`src/rtl/ccd_bridge.sv`:
```
// ---------------------------------------------------------------------------
// ccd_bridge
//   Single-clock rate bridge from the core memory bus to a slow peripheral
//   bus. The slow side only advances on slow_tick, which fires once every
//   clock_rate fast cycles. Requests are queued in a small FIFO and issued in
//   order, one at a time. Each response comes back to the core as a
//   one-cycle memory_ready pulse. A slow target that never answers is cut
//   off after `timeout` ticks with an error response.
//
// Ports
//   reset              in   async active-low reset
//   clock              in   single clock for all logic
//   memory_valid       in   request pulse (at most one per cycle)
//   memory_instr       in   request is an instruction fetch
//   memory_addr        in   [31:0] request address
//   memory_wdata       in   [31:0] write data
//   memory_wstrb       in   [3:0] byte strobes, 0 = read
//   memory_rdata       out  [31:0] response data, 0 unless memory_ready
//   memory_ready       out  one-cycle response pulse
//   memory_error       out  with memory_ready: timeout response
//   memory_full        out  FIFO full, master must hold off
//   memory_overflow    out  sticky: a request was dropped while full
//   slow_tick          out  slow-bus enable, one cycle per clock_rate
//   memory_slow_valid  out  slow request, held for one slow period
//   memory_slow_instr  out  slow request fields, 0 when not valid
//   memory_slow_addr   out  [31:0]
//   memory_slow_wdata  out  [31:0]
//   memory_slow_wstrb  out  [3:0]
//   memory_slow_rdata  in   [31:0] slow response data (sampled on tick)
//   memory_slow_ready  in   slow response strobe (sampled on tick)
// ---------------------------------------------------------------------------
module ccd_bridge #(
    parameter int clock_rate = 4,
    parameter int depth      = 4,
    parameter int timeout    = 256
) (
    input  logic        reset,
    input  logic        clock,
    input  logic        memory_valid,
    input  logic        memory_instr,
    input  logic [31:0] memory_addr,
    input  logic [31:0] memory_wdata,
    input  logic [3:0]  memory_wstrb,
    output logic [31:0] memory_rdata,
    output logic        memory_ready,
    output logic        memory_error,
    output logic        memory_full,
    output logic        memory_overflow,
    output logic        slow_tick,
    output logic        memory_slow_valid,
    output logic        memory_slow_instr,
    output logic [31:0] memory_slow_addr,
    output logic [31:0] memory_slow_wdata,
    output logic [3:0]  memory_slow_wstrb,
    input  logic [31:0] memory_slow_rdata,
    input  logic        memory_slow_ready
);

    localparam int CW = (clock_rate > 1) ? $clog2(clock_rate) : 1;
    localparam int AW = $clog2(depth);
    localparam int EW = 69;
    localparam logic [CW-1:0] LAST_COUNT = CW'(clock_rate - 1);
    localparam logic [AW:0]   FULL_OCC   = (AW + 1)'(depth);
    localparam logic [31:0]   TO_LIMIT   = 32'(timeout);

    localparam logic [1:0] S_IDLE = 2'd0;
    localparam logic [1:0] S_REQ  = 2'd1;
    localparam logic [1:0] S_WAIT = 2'd2;

    logic [CW-1:0] r_count;
    logic [CW-1:0] w_countNext;
    logic          r_tick;

    logic [EW-1:0] r_fifo [depth];
    logic [EW-1:0] w_head;
    logic [AW-1:0] r_wptr;
    logic [AW-1:0] r_rptr;
    logic [AW:0]   r_occ;
    logic [AW:0]   w_occNext;
    logic          r_full;
    logic          r_overflow;
    logic          w_push;
    logic          w_pop;

    logic [1:0]    r_state;
    logic          r_sInstr;
    logic [31:0]   r_sAddr;
    logic [31:0]   r_sWdata;
    logic [3:0]    r_sWstrb;
    logic [31:0]   r_waitCount;
    logic          r_ready;
    logic [31:0]   r_rdata;
    logic          r_error;

    // The tick is registered from the next count so it lines up with
    // count == clock_rate-1 yet stays 0 while reset is held.
    always_comb begin
        w_countNext = (r_count == LAST_COUNT) ? '0 : r_count + 1'b1;
    end

    always_ff @(posedge clock or negedge reset) begin
        if (!reset) begin
            r_count <= '0;
            r_tick  <= 1'b0;
        end else begin
            r_count <= w_countNext;
            r_tick  <= (w_countNext == LAST_COUNT);
        end
    end

    // Pop only looks at the registered occupancy, so a request pushed this
    // cycle can never be issued in the same cycle. A pop frees a slot for a
    // push arriving in the same cycle while full.
    always_comb begin
        w_pop  = (r_state == S_IDLE) && r_tick && (r_occ != '0);
        w_push = memory_valid && (!r_full || w_pop);
        w_head = r_fifo[r_rptr];
        w_occNext = r_occ;
        case ({w_push, w_pop})
            2'b10:   w_occNext = r_occ + 1'b1;
            2'b01:   w_occNext = r_occ - 1'b1;
            default: w_occNext = r_occ;
        endcase
    end

    always_ff @(posedge clock) begin
        if (w_push) begin
            r_fifo[r_wptr] <= {memory_instr, memory_addr, memory_wdata, memory_wstrb};
        end
    end

    always_ff @(posedge clock or negedge reset) begin
        if (!reset) begin
            r_wptr     <= '0;
            r_rptr     <= '0;
            r_occ      <= '0;
            r_full     <= 1'b0;
            r_overflow <= 1'b0;
        end else begin
            if (w_push) begin
                r_wptr <= r_wptr + 1'b1;
            end
            if (w_pop) begin
                r_rptr <= r_rptr + 1'b1;
            end
            r_occ  <= w_occNext;
            r_full <= (w_occNext == FULL_OCC);
            if (memory_valid && r_full && !w_pop) begin
                r_overflow <= 1'b1;
            end
        end
    end

    // Transaction FSM. Slow fields are loaded on issue and cleared when the
    // request phase ends so they read 0 whenever slow_valid is low. The
    // response registers default to 0 so they only carry data in the pulse.
    always_ff @(posedge clock or negedge reset) begin
        if (!reset) begin
            r_state     <= S_IDLE;
            r_sInstr    <= 1'b0;
            r_sAddr     <= '0;
            r_sWdata    <= '0;
            r_sWstrb    <= '0;
            r_waitCount <= '0;
            r_ready     <= 1'b0;
            r_rdata     <= '0;
            r_error     <= 1'b0;
        end else begin
            r_ready <= 1'b0;
            r_rdata <= '0;
            r_error <= 1'b0;
            case (r_state)
                S_IDLE: begin
                    if (w_pop) begin
                        r_state  <= S_REQ;
                        r_sInstr <= w_head[68];
                        r_sAddr  <= w_head[67:36];
                        r_sWdata <= w_head[35:4];
                        r_sWstrb <= w_head[3:0];
                    end
                end
                S_REQ: begin
                    if (r_tick) begin
                        r_sInstr <= 1'b0;
                        r_sAddr  <= '0;
                        r_sWdata <= '0;
                        r_sWstrb <= '0;
                        if (memory_slow_ready) begin
                            r_ready <= 1'b1;
                            r_rdata <= memory_slow_rdata;
                            r_state <= S_IDLE;
                        end else begin
                            r_waitCount <= '0;
                            r_state     <= S_WAIT;
                        end
                    end
                end
                S_WAIT: begin
                    if (r_tick) begin
                        if (memory_slow_ready) begin
                            r_ready <= 1'b1;
                            r_rdata <= memory_slow_rdata;
                            r_state <= S_IDLE;
                        end else if ((timeout != 0) && (r_waitCount + 32'd1 == TO_LIMIT)) begin
                            r_ready <= 1'b1;
                            r_error <= 1'b1;
                            r_state <= S_IDLE;
                        end else begin
                            r_waitCount <= r_waitCount + 32'd1;
                        end
                    end
                end
                default: r_state <= S_IDLE;
            endcase
        end
    end

    assign slow_tick         = r_tick;
    assign memory_full       = r_full;
    assign memory_overflow   = r_overflow;
    assign memory_ready      = r_ready;
    assign memory_rdata      = r_rdata;
    assign memory_error      = r_error;
    assign memory_slow_valid = (r_state == S_REQ);
    assign memory_slow_instr = r_sInstr;
    assign memory_slow_addr  = r_sAddr;
    assign memory_slow_wdata = r_sWdata;
    assign memory_slow_wstrb = r_sWstrb;

endmodule

```
`config.mk`:
```
export PLATFORM = sky130hd
export DESIGN_NAME = ccd_bridge
export DESIGN_NICKNAME = d
export VERILOG_FILES = /design/src/rtl/ccd_bridge.sv
export SDC_FILE = /design/constraint.sdc
export NUM_CORES = 1
export LEC_CHECK = 0
export CAP_MARGIN = 20
export CORE_ASPECT_RATIO = 0.8
export CORE_MARGIN = 3
export CORE_UTILIZATION = 39
export CTS_BUF_LIST = sky130_fd_sc_hd__clkbuf_2 sky130_fd_sc_hd__clkbuf_4 sky130_fd_sc_hd__clkbuf_8
export CTS_CLUSTER_SIZE = 10
export DETAILED_ROUTE_END_ITERATION = 8
export PLACE_DENSITY = 0.72
export SLEW_MARGIN = 25
export SYNTH_ARGS = -nofsm -noshare
export SYNTH_HDL_FRONTEND = slang
export SYNTH_SLANG_ARGS = --single-unit
```
`constraint.sdc`:
```
create_clock -name clock -period 3 [get_ports clock]
set_input_delay 0.75 -clock clock [delete_from_list [all_inputs] [get_ports clock]]
set_output_delay 0.75 -clock clock [all_outputs]
set_load 0.02 [all_outputs]
```
==> impl_metrics.ini <==
[synth]
synth-async-reset-ratio_pct = 35.1
seq_area_frac_synth_pct = 72.0
ys_warn_count = 0
synth.area.top_cells = edfxtp_1 50%, dfrtp_1 22%, mux4_2 9.3%, a22o_1 3.9%, and2_1 1.4%
synth_area_um2 = 16700
syn-num-nets = 1060
synth_edf_count = 276
avgSynthCellArea_um2 = 17.7
syn_inst = 941
synth_ff_type = edfxtp_1
yosysTopAreaCell = edfxtp_1
synth_cell_types = 65
synth_top_area_share_pct = 49.7
ys_ff_latch = 425

[worst_setup_path]
critPathKind = flop to flop
startpoint_type = flop
crit_fanout = 7
endpoint_kind = flop
cp_data_required_time_ns = 3.49
critPathArrivalTime_ns = 3.38

[timing]
fin_skew_ns = 0.0209
hold-worst-slack_ns = 0.101
hold_viol = 0
finalWorstSetupSlack_ns = 0.111
slew_violations = 0
slew-limit-headroom_pct = 61.5
clock.fmax_ghz = 0.346
tightest_slew_ns = 0.578
fin_crit_sh_pct = 96.3
period_needed_ns = 2.89
setup_violations = 0
fin_tns_setup_ns = 0

[cells_and_area]
nFillCells = 3455
syn_to_final_growth_pct = 30.2
nets = 1359
layoutNonFillerInstCount = 1850
drive_gt1_share_pct = 23.5

[routing]
wl_per_cell_um = 20.3
highest_layer = met5
wl_um = 37500
routed_via_density = 5.29
drt_iter0_markers = 769
first_pass_iters = 7
drcViolationCount = 0
drt-met1-wl_um = 15400
wl_met3_um = 3470
ant_nets = 0
met2_length_um = 17800
via_count = 9783

[placement]
pre_cts_ws_ns = 0.00993
hpwl_um = 23800
dp_cells = 1709
gp_congestion = 0.880
numPortBuffers = 211

[floorplan]
dieArea_um2 = 45300
die_x_um = 237
die_y_um = 191
top_level_ports = 212
start_util_pct = 39.6
coreArea_um2 = 42100
num_rows = 67

[clock_network]
cts_hold_buf = 0
ctsHtreeMaxLevel = 3
cts.path.max_buffers = 3
cts_tree = done
clk_pin_slew_worst_paths_ns = 0.06
root_buffer = clkbuf_8
clk_latency_ns = 0.61
clock_sinks = 425
cts_made_buffers = 70

[job]
cap_violations = 0

[power_and_ir_drop]
p_per_area_nw_per_um2 = 817
p_sw_share_pct = 27.1
pwr-share-comb_pct = 23.2
p_switching_w = 0.00481
p_seq_share_pct = 44.8
p_clk_share_pct = 32.0
ir_drop_uv = 499
cellLeakagePower_nw = 8.08
power_w = 0.0178
cellInternalPower_w = 0.0129

[global_route]
gr-total-overflow = 0
grt_usage_pct = 16.7
grt_max_degree = 55
grt_pass1_vias = 10031
antenna_found_initial = 6
grt_pass1_wl_um = 58000

[worst_hold_path]
hold_class = input pin to async pin

[status]
outcome = complete, no violations
sequential cells by signal, indices dropped and copies added, names as in the netlist, 2 cells and up:
signal	cells
r_state	2
r_count	2
memory_slow_addr	32
memory_rdata	32
r_wptr	2
r_waitCount	32
r_fifo	276
memory_slow_wstrb	4
memory_slow_wdata	32
r_occ	3
r_rptr	2
layout make-up:
type / instances / area (µm²) / share of cell area, %
repair buffers: 284 / 2900 / 13.4
clock buffers: 107 / 1340 / 6.14
flip-flops and latches: 425 / 12000 / 55.4
clock inverters: 22 / 283 / 1.30
inverters: 18 / 67.6 / 0.311
diodes: 1 / 2.50 / 0.0115
multi-input cells: 441 / 4420 / 20.3
well taps: 552 / 691 / 3.18
cell families after synthesis:
logic type	count (synthesis)	share of synthesized area, %
muxes	76	9.80
AOI/OAI and AO/OA	166	7.94
DFF	425	72.0
and+or+nand+nor	170	6.37
xor gates and xnor gates	15	0.788
buffers and inverters	75	1.98
adders and majority gates	14	1.10
cell usage after synthesis, types with 3 or more instances:
library cell	number
xor2_1	7
mux2i_1	4
nor4_4	3
inv_1	18
nand4_1	16
nand2b_1	5
a21oi_1	9
a31oi_1	4
and4_1	5
o21ai_0	9
and3_1	10
o41ai_1	3
or3_1	3
nand3_1	18
mux4_2	69
nor3_1	6
buf_2	6
ha_1	13
buf_4	7
nor2_1	15
clkbuf_1	35
xnor2_1	8
edfxtp_1	276
nor4_1	8
nor3b_1	4
and2_1	36
a22o_1	75
dfrtp_1	149
nand2_1	31
buf_1	7
a21o_1	7
o31ai_1	21
o211ai_1	15
what timing repair did:
| item | in CTS | in global routing |
|---|---|---|
| endpoints found under the setup margin | 4 | 25 |
| gates cloned | 0 | 2 |
| gates resized for setup | 0 | 21 |
| setup buffers | 2 | 7 |
| pin swaps | 1 | 7 |
worst paths after layout:
| check | from | to | slack, ns | cells past startpoint |
|---|---|---|---|---|
| worst max-delay path | r_waitCount[1] | r_waitCount[21] | 0.11 | 11 |
| worst min-delay path | reset | memory_ready | 0.10 | 1 |
| worst max register to register | r_waitCount[1] | r_waitCount[21] | 0.11 | 11 |
| worst min register to register | r_count[0] | r_count[0] | 0.45 | 1 |
| max in group asynchronous | reset | r_waitCount[7] | 2.26 | 2 |
| min in group clock | r_count[0] | r_count[0] | 0.45 | 1 |
stage by stage:
step | utilization [%] | cell area (µm²)
after floorplan | - | 16700
after global placement | 47.3 | 19900
after detailed placement | 47.3 | 19900
after CTS | 51.2 | 21500
after global routing | 51.6 | 21700
final | 51.6 | 21700
routing by layer:
metal,track usage [%],vias up
li1,-,4356
met1,21.6,4952
met2,26.5,377
met3,6.25,86
met4,4.84,12
met5,0,-
power by group through the flow:
stage          logic [W]  registers (W)  clock network [W]
6_report         0.00411        0.00795            0.00569
3_5_place_dp     0.00417        0.00808                  0
4_1_cts          0.00419        0.00798            0.00587
3_3_place_gp     0.00410        0.00803                  0
5_1_grt          0.00441        0.00808            0.00618
2_1_floorplan    0.00227        0.00813                  0
worst max-delay path, stage by stage, from the launching register on:
cell and delay [ns]:
dfrtp_2 0.43, buf_4 0.17, and4_1 0.26, nand2_1 0.18, mux2_2 0.35, o22ai_1 0.27, nand4_1 0.17, nand4b_4 0.26
buf_6 0.17, o21bai_4 0.24, clkbuf_16 0.20, o31ai_1 0.08
placed cells by master, fill, tap and decap left out, types with 4 or more instances in the layout:
cell               n
nand4_1           16
nand2b_1           5
and2_1            36
nor2_1            14
ha_1              12
dfrtp_2            6
a21o_1             7
buf_4             50
clkinv_1           5
dfrtp_1          141
mux2i_1            4
edfxtp_1         276
xnor2_1            8
clkinv_2           5
mux4_2            69
inv_1             18
a22o_1            75
bufinv_16          6
a31oi_1            4
a21oi_1            9
o211ai_1          15
buf_6              7
and3_4             5
inv_6              4
o21ai_0            9
o31ai_1           21
xor2_1             7
and4_1             5
buf_12            16
nor3b_1            4
clkbuf_8          85
clkbuf_4          22
clkdlybuf4s50_1  210
nand2_1           31
nor4_1             6
nand3_1           17
nor3_1             5
and3_1             5
Note: power is estimated with default switching activity, not from simulation.
